[src/rtl/ysyx_24110006_pkg.sv]
// ysyx_24110006_pkg: shared fetch-unit state encoding and constants
package ysyx_24110006_pkg;
  typedef enum logic [1:0] {
    IDLE = 2'd0,
    REQ  = 2'd1,
    WAIT = 2'd2,
    HOLD = 2'd3
  } ifu_state_e;
  localparam logic [31:0] NOP_INST = 32'h0000_0013;
  localparam logic [31:0] DEFAULT_RESET_PC = 32'h8000_0000;
endpackage

[src/rtl/ysyx_24110006_ifu.sv]
// ysyx_24110006_ifu: multicycle instruction fetch with redirect and fault reporting
module ysyx_24110006_ifu
  import ysyx_24110006_pkg::*;
#(
  parameter logic [31:0] RESET_PC = DEFAULT_RESET_PC
) (
  input  logic        i_clock,
  input  logic        i_reset,
  output logic        o_mem_req_valid,
  input  logic        i_mem_req_ready,
  output logic [31:0] o_mem_addr,
  input  logic        i_mem_resp_valid,
  output logic        o_mem_resp_ready,
  input  logic [31:0] i_mem_resp_data,
  input  logic        i_mem_resp_err,
  output logic        o_inst_valid,
  input  logic        i_inst_ready,
  output logic [31:0] o_inst,
  output logic [31:0] o_pc,
  output logic        o_fault,
  input  logic        i_redirect_valid,
  input  logic [31:0] i_redirect_pc
);
  ifu_state_e state, state_n;
  logic [31:0] pc, pc_n, inst_n;
  logic        fault_n, drop, drop_n;
  logic        misaligned, discard;
  assign misaligned       = pc[1:0] != 2'b00;
  assign discard          = drop || i_redirect_valid;
  assign o_mem_req_valid  = state == REQ && !misaligned;
  assign o_mem_addr       = pc;
  assign o_mem_resp_ready = state == WAIT;
  assign o_inst_valid     = state == HOLD;
  assign o_pc             = pc;
  // next-state and next-data selection; a redirect always wins the PC mux
  always_comb begin
    state_n = state;
    pc_n    = pc;
    inst_n  = o_inst;
    fault_n = o_fault;
    drop_n  = drop;
    case (state)
      IDLE: state_n = REQ;
      REQ: begin
        if (misaligned && !i_redirect_valid) begin
          state_n = HOLD;
          inst_n  = NOP_INST;
          fault_n = 1'b1;
        end else if (!misaligned && i_mem_req_ready) begin
          state_n = WAIT;
          drop_n  = i_redirect_valid;
        end
      end
      WAIT: begin
        if (i_mem_resp_valid) begin
          state_n = discard ? REQ : HOLD;
          drop_n  = 1'b0;
          inst_n  = discard ? o_inst : i_mem_resp_data;
          fault_n = discard ? o_fault : i_mem_resp_err;
        end else if (i_redirect_valid) begin
          drop_n = 1'b1;
        end
      end
      HOLD: begin
        if (i_redirect_valid || i_inst_ready) begin
          state_n = REQ;
          pc_n    = pc + 32'd4;
        end
      end
      default: state_n = IDLE;
    endcase
    if (i_redirect_valid) pc_n = i_redirect_pc;
  end
  // fetch state and registered outputs
  always_ff @(posedge i_clock or posedge i_reset) begin
    if (i_reset) begin
      state   <= IDLE;
      pc      <= RESET_PC;
      o_inst  <= 32'h0;
      o_fault <= 1'b0;
      drop    <= 1'b0;
    end else begin
      state   <= state_n;
      pc      <= pc_n;
      o_inst  <= inst_n;
      o_fault <= fault_n;
      drop    <= drop_n;
    end
  end
endmodule

[config.mk]
export PLATFORM = sky130hd
export DESIGN_NAME = ysyx_24110006_ifu
export DESIGN_NICKNAME = d
export VERILOG_FILES = /design/src/rtl/ysyx_24110006_pkg.sv /design/src/rtl/ysyx_24110006_ifu.sv
export SDC_FILE = /design/constraint.sdc
export NUM_CORES = 1
export LEC_CHECK = 0
export BUFFER_PORTS_ARGS = -buffer_cell sky130_fd_sc_hd__buf_2
export CAP_MARGIN = 10
export CORE_MARGIN = 2
export CORE_UTILIZATION = 47
export CTS_BUF_LIST = sky130_fd_sc_hd__clkbuf_4 sky130_fd_sc_hd__clkbuf_8 sky130_fd_sc_hd__clkbuf_16
export DETAILED_ROUTE_END_ITERATION = 10
export PLACE_DENSITY = 0.85
export SETUP_SLACK_MARGIN = 0.02
export SYNTH_ARGS = -nofsm -noshare
export SYNTH_HDL_FRONTEND = slang
export SYNTH_SLANG_ARGS = --single-unit
[constraint.sdc]
create_clock -name i_clock -period 3.1 [get_ports i_clock]
set_input_delay 0.93 -clock i_clock [delete_from_list [all_inputs] [get_ports i_clock]]
set_output_delay 0.93 -clock i_clock [all_outputs]
set_load 0.01 [all_outputs]
==> impl_metrics.toml <==
[run_status]
status = "finished clean"

[clocking]
clockBufferDepth = 2
clk_latency_ns = 0.34
cts-root-buf = "clkbuf_8"
cts_tree = "done"
path_clk_slew_ns = 0.07
cts_num_sinks = 68
numCtsBuffers = 9
cts.htree.levels = 3
ctsResizeCount = 0
post_cts_buffers = 0
ctsHoldBuffers = 0

[routing]
firstDrtPassIters = 4
drt_iter0_drc = 117
drc_errors = 0
wl_per_cell_um = 14.4
wl_um = 9290
wl_met2_um = 4440
highest_layer = "met4"
dr_wl_met3_um = 720
met1_length_um = 3950
viasPerCell = 5.36
vias = 3446
ant_nets = 0

[timing]
slew_headroom_pct = 38.6
max_freq_ghz = 0.426
period_needed_ns = 2.35
setup_tns_ns = 0
period_share_pct = 75.8
finalSetupViolCount = 0
hold_ws_ns = 0.479
tightest_slew_ns = 0.922
skew_ns = 0.00853
hold_violations = 0
rsz0062_at_grt = "no"
drv_slew = 0

[worst_setup_path]
critPathArrivalTime_ns = 2.52
crit_slowest_cell = "a221o_2"
path_cells = "buf_2 > or3b_2 > a221o_2 > nand2_1 > o21ai_0"
crit_path_end_kind = "register"
crit_fanout = 66
max_stage_delay_ns = 0.69
crit_path_start_kind = "primary input"
reg2reg_slack_ns = 0.80
worstSetupPathType = "primary input to register"
required_ns = 3.27

[layout]
final_common_cell = "buf_2"
n_fill_cell = 633
fin_nets = 614
fin_util_pct = 61.3
stdcell_count = 643
areaGrowthSynthToFinish_pct = 24.6
diodes = 0
final_cell_mix = "buf_2, nand2_1, dfrtp_1, o21ai_0, nor2_1"
drive_gt1_share_pct = 37.3

[global_route]
grt_pass1_wl_um = 14900
antenna_found_initial = 0
grt_usage_pct = 22.4
grt_overflow = 0
grt_start_max_net_pins = 67
grt_pass1_vias = 3079

[synthesis]
synth_top_area_share_pct = 46.5
synth_warnings = 0
ys_ff_latch = 68
ys_seq_area_share_pct = 47.2
synth_top_cell_by_area = "dfrtp_1"
synth_edf_count = 0
async_reset_ff_share_pct = 100
ys.flop_type = "dfrtp_1"
syn_nets = 484
synthCells = 409
synth_area_per_cell_um2 = 8.81
synth.distinct_cells = 36
ys_top_cells_by_area = "dfrtp_1, nand2_1, o21ai_0"
synth_area_um2 = 3600

[floorplan]
io_pins = 171
start_util_pct = 49.2
num_rows = 31
dieArea_um2 = 8390
die_height_um = 91.6
die_w_um = 91.6
fp.coreArea_um2 = 7330

[place]
dp_hpwl_um = 6710
placed_cells = 627
gp_congestion = 0.818
io_buffers = 170

[flow_run]
max_cap_viol_count = 0

[pwr]
irDropWorstVdd_mv = 0.313
p_leak_nw = 2.15
power.density_nw_per_um2 = 699

[min_path]
hp-class = "register to register"
## cell type report
cell class	count	area [um^2]	share of cell area, %
clock buffer	12	153	3.40
clock inverter	4	48.8	1.09
inverter	10	37.5	0.836
multi-input combinational	276	1530	34.1
sequential	68	1700	37.9
tap	99	124	2.76
timing repair buffer	174	893	19.9
## state kept, by name, summed over array words and instances, names as in the netlist
register	cells
drop	1
o_fault	1
o_inst	32
o_mem_addr	32
state	2
## where the power goes
part           internal (mW)  leakage [nW]  switching (mW)
Sequential              1.12         0.851           0.175
Combinational          0.416          1.20           0.693
Clock                  0.410         0.107           0.326
Total                   1.94          2.15            1.19
## Yosys cell counts (5+ instances only)
master,count
o31ai_1,13
nand2_1,85
nand3_1,10
dfrtp_1,67
xor2_1,7
or4_1,15
nand4_1,8
or3_1,5
a31oi_1,18
clkbuf_1,22
o21ai_0,50
nor2_1,19
inv_1,10
buf_4,32
xnor2_1,5
## kinds of logic after synthesis
family / synth area share, %
mux: 1.53
compound gates: 14.3
buf+inv: 10.3
simple gates: 22.4
flops: 47.2
fa+ha+maj: 1.39
xor+xnor: 2.92
## path summary, 6_finish.rpt
path | to | startpoint | cells after the start
setup / recovery | o_inst[6] | i_redirect_valid | 5
hold / removal | o_inst[16] | o_inst[16] | 2
setup reg to reg | o_mem_addr[28] | state[0] | 5
hold reg to reg | o_inst[16] | o_inst[16] | 2
max in group asynchronous | o_inst[31] | i_reset | 3
min in group asynchronous | o_inst[3] | i_reset | 2
## per-layer routing
layer / global-route usage [%] / vias to the layer above
met3: 4.48 / 17
met2: 36.3 / 168
li1: - / 1653
met1: 29.2 / 1608
met5: 0 / -
met4: 9.22 / 0
## metrics by stage
stage / area [um^2] / setup slack [ns] / power (mW)
2_1_floorplan: 3600 / 0.460 / 2.04
3_3_place_gp: 4290 / 0.464 / 2.37
3_5_place_dp: 4290 / 0.401 / 2.42
4_1_cts: 4490 / 0.763 / 3.16
5_1_grt: 4490 / 0.579 / 3.39
6_report: 4490 / 0.750 / 3.14
## critical path: cells and delay by family
family	cells	cell delay, ns
buffers and inverters	1	0.15
AO/OA/AOI/OAI	2	0.80
AND/OR/NAND/NOR	2	0.64
Note: power is estimated with default switching activity, not from simulation.
